===== src/rtl/sim_run_pkg.sv =====
// Shared types and constants for the simulation run controller.
package sim_run_pkg;

  typedef enum logic [1:0] {
    HOLD  = 2'd0,
    RUN   = 2'd1,
    DRAIN = 2'd2,
    DONE  = 2'd3
  } state_t;

  localparam logic [1:0] DONE_NONE    = 2'd0;
  localparam logic [1:0] DONE_HALT    = 2'd1;
  localparam logic [1:0] DONE_TIMEOUT = 2'd2;

  localparam logic [31:0] DEF_TX_ADDR   = 32'h0003_0000;
  localparam logic [31:0] DEF_HALT_ADDR = 32'h0003_0004;

  // Width of a counter that must hold the values 0 .. n-1.
  function automatic int cnt_bits(input int n);
    return (n < 2) ? 1 : $clog2(n);
  endfunction

endpackage


===== src/rtl/sim_run_ctrl_if.sv =====
// CPU IO-write snoop bus plus the character stream leaving the controller.
interface sim_run_ctrl_if #(
  parameter int ADDR_W = 32
) ();

  logic              io_wr_en;
  logic [ADDR_W-1:0] io_addr;
  logic [7:0]        io_wdata;
  logic              char_valid;
  logic [7:0]        char_data;
  logic              char_ready;

  modport master (
    output io_wr_en, io_addr, io_wdata, char_ready,
    input  char_valid, char_data
  );

  modport slave (
    input  io_wr_en, io_addr, io_wdata, char_ready,
    output char_valid, char_data
  );

endinterface


===== src/rtl/sim_char_fifo.sv =====
// First-word-fall-through character FIFO with extra-bit full/empty pointers.
module sim_char_fifo #(
  parameter int DEPTH  = 16,
  parameter int DATA_W = 8
) (
  input  logic              clk,
  input  logic              rst,
  input  logic              flush,
  input  logic              push,
  input  logic [DATA_W-1:0] push_data,
  input  logic              pop,
  output logic [DATA_W-1:0] head,
  output logic              full,
  output logic              empty,
  output logic              ovf
);

  localparam int PTR_W = $clog2(DEPTH);

  logic [PTR_W:0]      wr_ptr;
  logic [PTR_W:0]      rd_ptr;
  logic [DATA_W-1:0]   mem [DEPTH];
  logic                do_push;
  logic                do_pop;

  assign empty   = (wr_ptr == rd_ptr);
  assign full    = (wr_ptr[PTR_W] != rd_ptr[PTR_W]) &&
                   (wr_ptr[PTR_W-1:0] == rd_ptr[PTR_W-1:0]);
  assign do_pop  = pop && !empty;
  // A pop in the same cycle frees the slot, so a push into a full FIFO still lands.
  assign do_push = push && (!full || do_pop);
  assign ovf     = push && full && !do_pop;
  assign head    = empty ? '0 : mem[rd_ptr[PTR_W-1:0]];

  always_ff @(posedge clk) begin
    if (rst || flush) begin
      wr_ptr <= '0;
      rd_ptr <= '0;
    end else begin
      if (do_push) wr_ptr <= wr_ptr + 1'b1;
      if (do_pop)  rd_ptr <= rd_ptr + 1'b1;
    end
  end

  // NOTE: storage is left unreset; the head is masked while empty so stale
  // entries never reach the output.
  always_ff @(posedge clk) begin
    if (do_push) mem[wr_ptr[PTR_W-1:0]] <= push_data;
  end

endmodule


===== src/rtl/sim_run_ctrl.sv =====
// Simulation run controller: CPU reset sequencing, run timeout, IO snooping.
// Optional heartbeat output enabled by defining SIM_HEARTBEAT_EN.
module sim_run_ctrl
  import sim_run_pkg::*;
#(
  parameter int                RST_CYCLES = 16,
  parameter int                CNT_W      = 32,
  parameter int                MAX_CYCLES = 150000000,
  parameter int                ADDR_W     = 32,
  parameter logic [ADDR_W-1:0] TX_ADDR    = ADDR_W'(DEF_TX_ADDR),
  parameter logic [ADDR_W-1:0] HALT_ADDR  = ADDR_W'(DEF_HALT_ADDR),
  parameter int                FIFO_DEPTH = 16,
  parameter int                DRAIN_MAX  = 1024
`ifdef SIM_HEARTBEAT_EN
  ,
  parameter int                HEARTBEAT_PERIOD = 1000000
`endif
) (
  input  logic             clk_in,
  input  logic             rst_in,
  sim_run_ctrl_if.slave    io,
  output logic             cpu_rst_out,
  output logic             run_done,
  output logic [1:0]       done_code,
  output logic [7:0]       exit_code,
  output logic [CNT_W-1:0] cycle_count,
  output logic             fifo_ovf
`ifdef SIM_HEARTBEAT_EN
  ,
  output logic             heartbeat
`endif
);

  localparam int HOLD_W  = cnt_bits(RST_CYCLES);
  localparam int DRAIN_W = cnt_bits(DRAIN_MAX);

  localparam logic [HOLD_W-1:0]  HOLD_LAST  = HOLD_W'(RST_CYCLES - 1);
  localparam logic [DRAIN_W-1:0] DRAIN_LAST = DRAIN_W'(DRAIN_MAX - 1);
  localparam logic [CNT_W-1:0]   LAST_CYCLE = CNT_W'(MAX_CYCLES - 1);

  state_t               state;
  state_t               next_state;
  logic [HOLD_W-1:0]    hold_cnt;
  logic [DRAIN_W-1:0]   drain_cnt;

  logic is_tx;
  logic is_halt;
  logic tx_push;
  logic halt_hit;
  logic timeout_hit;
  logic drain_expire;
  logic fifo_full;
  logic fifo_empty;
  logic fifo_ovf_pulse;

  assign is_tx   = io.io_wr_en && (io.io_addr == TX_ADDR);
  assign is_halt = io.io_wr_en && (io.io_addr == HALT_ADDR);

  always_ff @(posedge clk_in) begin
    if (rst_in) state <= HOLD;
    else        state <= next_state;
  end

  // NOTE: every signal driven here gets a default first, so no path leaves
  // one unassigned and no latch is inferred.
  always_comb begin
    next_state   = state;
    tx_push      = 1'b0;
    halt_hit     = 1'b0;
    timeout_hit  = 1'b0;
    drain_expire = 1'b0;
    unique case (state)
      HOLD: begin
        if (hold_cnt == HOLD_LAST) next_state = RUN;
      end
      RUN: begin
        tx_push = is_tx;
        // Halt has priority over a timeout landing in the same cycle.
        if (is_halt) begin
          halt_hit   = 1'b1;
          next_state = DRAIN;
        end else if (cycle_count == LAST_CYCLE) begin
          timeout_hit = 1'b1;
          next_state  = DRAIN;
        end
      end
      DRAIN: begin
        if (fifo_empty) begin
          next_state = DONE;
        end else if (drain_cnt == DRAIN_LAST) begin
          drain_expire = 1'b1;
          next_state   = DONE;
        end
      end
      DONE: ;
      default: next_state = HOLD;
    endcase
  end

  always_ff @(posedge clk_in) begin
    if (rst_in) begin
      hold_cnt    <= '0;
      drain_cnt   <= '0;
      cycle_count <= '0;
      done_code   <= DONE_NONE;
      exit_code   <= '0;
      fifo_ovf    <= 1'b0;
    end else begin
      if (state == HOLD)  hold_cnt    <= hold_cnt + 1'b1;
      if (state == RUN)   cycle_count <= cycle_count + 1'b1;
      if (state == DRAIN) drain_cnt   <= drain_cnt + 1'b1;
      if (halt_hit) begin
        exit_code <= io.io_wdata;
        done_code <= DONE_HALT;
      end
      if (timeout_hit) done_code <= DONE_TIMEOUT;
      if (fifo_ovf_pulse || drain_expire) fifo_ovf <= 1'b1;
    end
  end

  assign cpu_rst_out = (state == HOLD) || (state == DONE);
  assign run_done    = (state == DONE);

  sim_char_fifo #(
    .DEPTH  (FIFO_DEPTH),
    .DATA_W (8)
  ) u_fifo (
    .clk       (clk_in),
    .rst       (rst_in),
    .flush     (drain_expire),
    .push      (tx_push),
    .push_data (io.io_wdata),
    .pop       (io.char_ready),
    .head      (io.char_data),
    .full      (fifo_full),
    .empty     (fifo_empty),
    .ovf       (fifo_ovf_pulse)
  );

  assign io.char_valid = !fifo_empty;

  a_full_not_empty : assert property (@(posedge clk_in) disable iff (rst_in)
    fifo_full |-> !fifo_empty);

`ifdef SIM_HEARTBEAT_EN
  localparam int                HB_W    = cnt_bits(HEARTBEAT_PERIOD);
  localparam logic [HB_W-1:0]   HB_LAST = HB_W'(HEARTBEAT_PERIOD - 1);

  // Tracks cycle_count modulo the period without a divider.
  logic [HB_W-1:0] hb_cnt;

  always_ff @(posedge clk_in) begin
    if (rst_in) begin
      hb_cnt <= '0;
    end else if (state == RUN) begin
      hb_cnt <= (hb_cnt == HB_LAST) ? '0 : hb_cnt + 1'b1;
    end
  end

  assign heartbeat = (state == RUN) && (hb_cnt == HB_LAST);
`endif

endmodule


===== src/flat_wrapper.sv =====
// flat-port wrapper written by rule: the top's interface ports become plain ports
module sim_run_ctrl_flat import sim_run_pkg::*;
#(
  parameter int                RST_CYCLES = 16,
  parameter int                CNT_W      = 32,
  parameter int                MAX_CYCLES = 150000000,
  parameter int                ADDR_W     = 32,
  parameter logic [ADDR_W-1:0] TX_ADDR    = ADDR_W'(DEF_TX_ADDR),
  parameter logic [ADDR_W-1:0] HALT_ADDR  = ADDR_W'(DEF_HALT_ADDR),
  parameter int                FIFO_DEPTH = 16,
  parameter int                DRAIN_MAX  = 1024

)
  (clk_in, rst_in, cpu_rst_out, run_done, done_code, exit_code, cycle_count, fifo_ovf, io_io_wr_en, io_io_addr, io_io_wdata, io_char_ready, io_char_valid, io_char_data);
  sim_run_ctrl_if #(.ADDR_W(ADDR_W)) io_i ();
  input  logic clk_in;
  input  logic rst_in;
  output logic cpu_rst_out;
  output logic run_done;
  output logic [1:0] done_code;
  output logic [7:0] exit_code;
  output logic [CNT_W-1:0] cycle_count;
  output logic fifo_ovf;
  input wire logic [$bits(io_i.io_wr_en)-1:0] io_io_wr_en;
  input wire logic [$bits(io_i.io_addr)-1:0] io_io_addr;
  input wire logic [$bits(io_i.io_wdata)-1:0] io_io_wdata;
  input wire logic [$bits(io_i.char_ready)-1:0] io_char_ready;
  output wire logic [$bits(io_i.char_valid)-1:0] io_char_valid;
  output wire logic [$bits(io_i.char_data)-1:0] io_char_data;
  assign io_i.io_wr_en = io_io_wr_en;
  assign io_i.io_addr = io_io_addr;
  assign io_i.io_wdata = io_io_wdata;
  assign io_i.char_ready = io_char_ready;
  assign io_char_valid = io_i.char_valid;
  assign io_char_data = io_i.char_data;
  sim_run_ctrl #(.RST_CYCLES(RST_CYCLES), .CNT_W(CNT_W), .MAX_CYCLES(MAX_CYCLES), .ADDR_W(ADDR_W), .TX_ADDR(TX_ADDR), .HALT_ADDR(HALT_ADDR), .FIFO_DEPTH(FIFO_DEPTH), .DRAIN_MAX(DRAIN_MAX)) u_core (.clk_in(clk_in), .rst_in(rst_in), .io(io_i), .cpu_rst_out(cpu_rst_out), .run_done(run_done), .done_code(done_code), .exit_code(exit_code), .cycle_count(cycle_count), .fifo_ovf(fifo_ovf));
endmodule

===== config.mk =====
export PLATFORM = sky130hd
export DESIGN_NAME = sim_run_ctrl_flat
export DESIGN_NICKNAME = d
export VERILOG_FILES = /design/src/rtl/sim_run_pkg.sv /design/src/rtl/sim_run_ctrl_if.sv /design/src/rtl/sim_char_fifo.sv /design/src/rtl/sim_run_ctrl.sv /design/src/flat_wrapper.sv
export SDC_FILE = /design/constraint.sdc
export NUM_CORES = 1
export LEC_CHECK = 0
export CAP_MARGIN = 20
export CORE_MARGIN = 2
export CORE_UTILIZATION = 25
export CTS_CLUSTER_SIZE = 25
export DETAILED_ROUTE_END_ITERATION = 6
export GPL_TIMING_DRIVEN = 0
export HOLD_SLACK_MARGIN = 0.02
export MAX_ROUTING_LAYER = met4
export SYNTH_ARGS = -nofsm -noshare
export SYNTH_HDL_FRONTEND = slang
export SYNTH_HIERARCHICAL = 1
export SYNTH_SLANG_ARGS = --single-unit

===== constraint.sdc =====
create_clock -name clk_in -period 10 [get_ports clk_in]
set_input_delay 3 -clock clk_in [delete_from_list [all_inputs] [get_ports clk_in]]
set_output_delay 3 -clock clk_in [all_outputs]
set_load 0.03 [all_outputs]

==> run metrics, run 1 <==
Resized cells post-CTS=0; GRT Residual Overflow=0; Worst VDD drop=0.118 mV; wire length on met1=about 9400 um; total CTS buffers=22; latest clock arrival within the worst-skew pair=just over 500 ps; leakage=approximately 3.5 nW; Clock Sinks=between 200 and 250; buffers added on ports=97; antenna violations before repair=1; core area=approximately 33000 um2; Clock Skew=17.8 ps; yosys warns=6; die area=35200 um2; Pre-antenna DRT Iters=4; worst-path cell chain=clkbuf_1, clkbuf_1, mux4_2, o22ai_1, nor3_1, clkdlybuf4s50_1; multiplexer share of the synthesized area=0.105; period utilization=0.637; Worst EP required=around 7000 ps; HPWL Detailed=14000 um; internal power=between 0.001 and 0.0015 W; Mapped Cells=just over 600; placed insts=around 1200; compound-gate portion of the synthesized area=0.0288; vias in the first global route=between 5000 and 6000; first-pass GRT wire length=31900 um; CTS max path bufs=3; antenna viol nets, final=0; Max Freq=between 150 and 200 MHz; post-synthesis cell area=8430 um2; row cnt=67; highest metal used=met4; number of synthesized flops with an enable pin=128; post-synthesis adder-cell area fraction=0.0208; violation count after the first detailed-routing iteration=403; Clock transition at path regs=60 ps; vias=about 5400; Finish-stage setup viols=0; Main synth FF type=edfxtp_1; Slew headroom=0.376; Crit Path Class=reg2out; Slew @ Worst Pin=approximately 930 ps; hold buffers post-CTS=0; Logic pwr share=0.043; met3 WL=~940 um; Seq/Total Area, Yosys=0.630; minimum clock period after layout=~6400 ps; I/O pin cnt=slightly below 100; CP Capture Type=output pin; Pwr per Cell Area=roughly 170 nW/um2; Finished Layout Cells=approximately 1200; Initial Util=0.253; FF+latch count, synth=approximately 200; Layout Area Growth over Synthesis=26.9%; largest net degree at the start of global routing=18; final hold violation count=0; CTS root buffer=clkbuf_16; largest family of logic cells by synthesized area=simple AND/OR/NAND/NOR gates; die span in y=188 um; Flop pwr share=0.505; max_cap viols=0; wire per inst=about 17 um; syn_area_per_cell=roughly 14 um2; Crit path arrival time=3370 ps; CP most frequent cell=clkbuf_1; setup TNS=0 ps; RSZ-0062 raised after global routing=false; Crit path largest cell delay=760 ps; Switching Fraction=0.214; final slew viol count=0; Distinct cells, synth=51; Routed WL=roughly 20000 um; Tot GR Track Use=0.118; XOR/XNOR share of the synthesized area=0.0541; CTS tree=yes; met2 routed WL=~9400 um; Simple-Gate Fraction of Synth Area=0.137; Residual DRC=0; postcts setup bufs=0; Post-synth ARST share=0; syn_nets=~670; P_sw=roughly 0.00038 W; H-tree level count=1; post-DR vias/cell=about 4.5; routability cong.=0.782; Die Wd=about 190 um; startpoint class of the critical path=flop; CP max-delay cell=clkdlybuf4s50_1; Clock power frac=0.451; Tightest Hold Check Type=reg2reg; share of layout cells above drive strength 1=0.135; Critical Path Fanout Max=10; outcome=finished clean; fin nets=791; final core utilization=0.320
layout make-up:
class / instances / area, um2
well taps: 448 / 561
repair buffers: 100 / 991
diodes: 1 / 2.50
plain buffers: 32 / 156
clock buffers: 27 / 581
inverters: 14 / 52.6
fillers: 3407 / 22700
flip-flops and latches: 201 / 5310
clock inverters: 13 / 131
multi-input cells: 362 / 2910
per-layer routing:
layer | global-route usage | vias up
met5 | - | -
met4 | 0.0321 | 0
met1 | 0.156 | 2661
li1 | - | 2541
met3 | 0.0219 | 34
met2 | 0.187 | 123
placed cells by master, fill, tap and decap left out, drive strengths merged, types with 4 or more instances in the layout:
master / netlist / final
edfxtp: 128 / 128
clkdlybuf4s50: 0 / 97
dfxtp: 73 / 73
nor2: 66 / 66
clkbuf: 15 / 42
mux4: 32 / 32
xor2: 28 / 28
xnor2: 24 / 24
nand2: 22 / 22
nand4: 22 / 22
buf: 17 / 20
and3: 19 / 19
nand3: 17 / 17
o22ai: 16 / 16
nor4: 16 / 16
nor3: 16 / 16
inv: 14 / 15
mux2i: 14 / 14
ha: 14 / 14
a21oi: 9 / 9
clkinv: 0 / 9
and4: 7 / 7
nor2b: 6 / 6
o21ai: 4 / 4
nor4b: 4 / 4
worst max-delay path, delay by kind of cell, from the launching register on:
| family | cells | cell delay [ps] |
|---|---|---|
| buffers and inverters | 3 | 1690 |
| AO/OA/AOI/OAI | 1 | 120 |
| multiplexers | 1 | 350 |
| AND/OR/NAND/NOR | 1 | 390 |
| flip-flops | 1 | 310 |
power groups by stage:
stage               sequential (W)  combinational, W  clock, W
global route              0.000896         0.0000846  0.000850
CTS                       0.000895         0.0000782  0.000819
finish                    0.000895         0.0000768  0.000799
floorplan                 0.000913         0.0000359         0
global placement          0.000912         0.0000760         0
detailed placement        0.000913         0.0000778         0
through the flow:
stage	cell area, um2	hold slack (ps)	total power, W	worst slack [ps]
CTS	10700	496	0.00179	3610
global placement	9960	472	0.000988	3490
finish	10700	496	0.00177	3630
global route	10700	512	0.00183	3510
detailed placement	9980	483	0.000990	3800
floorplan	8430	458	0.000949	4810
cell usage after synthesis, types with 2 or more instances:
cell type / number / share of area
nor3b_1: 2 / 0.0018
dfxtp_1: 73 / 0.17
and4_1: 7 / 0.0073
buf_1: 3 / 0.0013
mux2i_1: 14 / 0.017
ha_1: 14 / 0.021
nand2_1: 22 / 0.0098
clkbuf_1: 14 / 0.0062
inv_1: 14 / 0.0062
nor3_1: 14 / 0.0083
nor2_1: 66 / 0.029
xnor2_1: 24 / 0.025
nand4_1: 21 / 0.016
o22ai_1: 16 / 0.012
mux4_2: 32 / 0.086
nor2b_1: 6 / 0.0045
nand3_1: 17 / 0.010
o21ai_0: 4 / 0.0024
o31a_1: 2 / 0.0021
nor4_1: 15 / 0.011
buf_4: 2 / 0.0018
nand2b_1: 2 / 0.0015
edfxtp_1: 128 / 0.46
a21oi_1: 8 / 0.0048
buf_6: 2 / 0.0027
or2_2: 2 / 0.0015
nand4b_1: 2 / 0.0021
nor4b_1: 3 / 0.0031
buf_2: 10 / 0.0059
and3_1: 18 / 0.013
nor3_2: 2 / 0.0024
xor2_1: 28 / 0.029
and2_1: 2 / 0.0015
or3_1: 3 / 0.0022
final timing paths:
kind                                                  startpoint                                end  slack (ps)  depth (start not counted)
worst min-delay path            u_core/done_code[0]$_SDFFE_PP0P_   u_core/done_code[0]$_SDFFE_PP0P_         500                          2
worst max register to register      u_core/state[1]$_SDFFE_PP0P_  u_core/u_fifo/mem[2][0]$_DFFE_PP_        6980                          8
worst min register to register  u_core/done_code[0]$_SDFFE_PP0P_   u_core/done_code[0]$_SDFFE_PP0P_         500                          2
worst max-delay path                                        flop                    io_char_data[6]        3630                          6
flip-flops by register name, indices dropped and copies added (netlist names), named ones only:
signal / flops
u_core/drain_cnt: 10
u_core/done_code: 2
u_core/u_fifo/rd_ptr: 5
u_core/exit_code: 8
u_core/u_fifo/mem: 128
u_core/cycle_count: 32
u_core/state: 2
u_core/u_fifo/wr_ptr: 5
u_core/hold_cnt: 4
u_core/fifo_ovf: 1
cells by family after synthesis:
logic type,Yosys count
AND/OR/NAND/NOR,212
flip-flops,201
XOR/XNOR,52
multiplexers,48
buffers and inverters,46
AO/OA/AOI/OAI,36
adder cells (fa/ha/maj),14
Power figures use the tool's default switching activity.
==> run 2: changes to the inputs <==
==> constraint.sdc (replaced) <==
create_clock -name clk_in -period 5.85 [get_ports clk_in]
set_input_delay 1.755 -clock clk_in [delete_from_list [all_inputs] [get_ports clk_in]]
set_output_delay 1.755 -clock clk_in [all_outputs]
set_load 0.03 [all_outputs]
==> results of run 2 <==
The final DEF is identical to that of run 1. Status: finished clean.
Among the figures that moved: setup slack after placement 3800 ps -> 897 ps; setup slack after layout 3630 ps -> 724 ps; register-to-register setup slack 6980 ps -> 2830 ps; total power 0.00177 W -> 0.00303 W; worst IR drop on VDD 0.118 mV -> 0.202 mV
==> run 3: changes to the inputs <==
--- a/config.mk
+++ b/config.mk
@@ -7,12 +7,13 @@
 export LEC_CHECK = 0
 export CAP_MARGIN = 20
 export CORE_MARGIN = 2
-export CORE_UTILIZATION = 25
+export CORE_UTILIZATION = 50
 export CTS_CLUSTER_SIZE = 25
 export DETAILED_ROUTE_END_ITERATION = 6
 export GPL_TIMING_DRIVEN = 0
 export HOLD_SLACK_MARGIN = 0.02
 export MAX_ROUTING_LAYER = met4
+export PLACE_DENSITY = 0.75
 export SYNTH_ARGS = -nofsm -noshare
 export SYNTH_HDL_FRONTEND = slang
 export SYNTH_HIERARCHICAL = 1
==> run metrics, run 3 (same netlist as run 1, synthesis figures left out) <==
outcome=finished clean; vias in the first global route=5533 (+1.4%); buffers added on ports=97 (unchanged); Flop pwr share=0.529 (+0.024); Logic pwr share=0.045 (+0.002); minimum clock period after layout=between 4000 and 5000 ps; Switching Fraction=0.202; post-DR vias/cell=5.67 (+27%); Max Freq=just over 200 MHz; Residual DRC=0 (unchanged); Initial Util=0.510 (+0.257); latest clock arrival within the worst-skew pair=490 ps (-20 ps); vias=5483 (+2.3%); Pre-antenna DRT Iters=5 (+1); Seq. cell area=5310 um2 (unchanged); R2R Setup Slk=between 2000 and 3000 ps; Tot GR Track Use=0.214 (+0.0961); R2R Path Start=u_core/state[1]$_SDFFE_PP0P_; Critical Path Fanout Max=10 (unchanged); CP Capture Type=output pin; final slew viol count=0 (unchanged); Clock power frac=0.426 (-0.025); routability cong.=0.880 (+13%); area of the multi-input gates=2910 um2 (unchanged); postcts setup bufs=0 (unchanged); die span in y=134 um (-29%); number of flip-flops in the largest register=128 (unchanged); period utilization=0.843; fillcell total=1215 (-64%); first-pass GRT wire length=29300 um (-8.0%); Reg2Reg Capture Point=u_core/u_fifo/mem[3][6]$_DFFE_PP_; CTS tree=yes; commonest non-fill, non-tap cell in the layout=edfxtp_1; Register-to-Register Path Depth=9 (+1); final hold violation count=0 (unchanged); HPWL Detailed=12900 um (-7.8%); max_cap viols=0 (unchanged); core area=16500 um2 (-50%); CTS max path bufs=3 (unchanged); Slew headroom=0.391 (+0.0156); largest net degree at the start of global routing=18 (unchanged); Tightest Hold Check Type=reg2reg; commonest cells after routing, fill and taps aside=edfxtp_1, clkdlybuf4s50_1, dfxtp_1; share of layout cells above drive strength 1=0.123 (-0.0117); internal power=approximately 0.0023 W; Worst VDD drop=between 0.2 and 0.25 mV; leakage=3.45 nW (-1.4%); Setup crit end=io_char_data[6]; Die Wd=134 um (-29%); Resized cells post-CTS=0 (unchanged); hold_ws=495 ps (-1.16 ps); Crit path arrival time=3180 ps (-190 ps); ANT cells=0 (-1); GRT Residual Overflow=0 (unchanged); RSZ-0062 raised after global routing=false; die area=17900 um2 (-49%); P_sw=~0.0006 W; Finish-stage setup viols=0 (unchanged); row cnt=47 (-30%); total CTS buffers=21 (-4.5%); startpoint class of the critical path=flop; wire per inst=19.3 um (+14%); Clock Sinks=201 (unchanged); Routed WL=18700 um (-8.0%); antenna violations before repair=0 (-1); CTS root buffer=clkbuf_16; violation count after the first detailed-routing iteration=390 (-3.2%); hold buffers post-CTS=0 (unchanged); Clock Skew=14.1 ps (-3.72 ps); I/O pin cnt=98 (unchanged); setup TNS=0 ps (unchanged); Crit Path Class=reg2out; H-tree level count=1 (unchanged); Worst EP required=about 4100 ps; Layout Area Growth over Synthesis=22.6%; Pwr per Cell Area=around 280 nW/um2; Clock transition at path regs=60 ps (about the same); fin nets=790 (-0.13%); antenna viol nets, final=0 (unchanged); Slew @ Worst Pin=911 ps (-23.4 ps)
==> run 3: critical path, stage by stage, from the launching register on <==
cell	delay [ps]
dfxtp_1	300
clkbuf_1	280
clkbuf_1	640
mux4_2	350
o22ai_1	100
nor3_1	300
clkdlybuf4s50_1	730
==> run 3: metrics by stage <==
step / setup WS [ps] / instances / area, um2 / power [W] / util
final: 920 / 967 / 10300 / 0.00289 / 0.625
after global routing: 755 / 967 / 10300 / 0.00299 / 0.625
after CTS: 936 / 966 / 10300 / 0.00292 / 0.625
after detailed placement: 890 / 928 / 9690 / 0.00169 / 0.586
after global placement: 687 / 926 / 9670 / 0.00168 / 0.585
after floorplan: 1900 / 609 / 8430 / 0.00162 / -
==> run 3: worst min-delay path by stage <==
| stage | from | end | cells after the start | slack, ps |
|---|---|---|---|---|
| floorplan | u_core/drain_cnt[8]$_SDFFE_PP0P_ | u_core/drain_cnt[8]$_SDFFE_PP0P_ | 2 | 460 |
| global placement | u_core/drain_cnt[8]$_SDFFE_PP0P_ | u_core/drain_cnt[8]$_SDFFE_PP0P_ | 2 | 470 |
| detailed placement | u_core/drain_cnt[8]$_SDFFE_PP0P_ | u_core/drain_cnt[8]$_SDFFE_PP0P_ | 2 | 490 |
| CTS | u_core/drain_cnt[8]$_SDFFE_PP0P_ | u_core/drain_cnt[8]$_SDFFE_PP0P_ | 2 | 490 |
| global route | u_core/drain_cnt[8]$_SDFFE_PP0P_ | u_core/drain_cnt[8]$_SDFFE_PP0P_ | 2 | 510 |
| finish | u_core/drain_cnt[8]$_SDFFE_PP0P_ | u_core/drain_cnt[8]$_SDFFE_PP0P_ | 2 | 500 |
==> run 3: metal layers <==
layer  track usage  wire length (um)  up-vias
met2         0.355              9300      192
met1         0.286              8120     2748
met3        0.0287              1030       18
met5             -                 0        -
met4        0.0473               238        0
li1              -                 -     2525
==> run 3: area by class of cell <==
class | count | area share
Tap cell | 220 | 0.0266
Clock inverter | 4 | 0.00497
Buffer | 32 | 0.0151
Sequential cell | 201 | 0.514
Inverter | 14 | 0.00509
Clock buffer | 34 | 0.0566
Timing Repair Buffer | 100 | 0.0962
Multi-Input combinational cell | 362 | 0.282
==> run 3: power by group through the flow <==
stage                     Clock [W]  Combinational (W)  Sequential [W]
after floorplan                   0          0.0000613         0.00156
after global placement            0           0.000126         0.00156
after detailed placement          0           0.000131         0.00156
after CTS                   0.00125           0.000132         0.00153
after global routing        0.00131           0.000145         0.00153
final                       0.00123           0.000130         0.00153
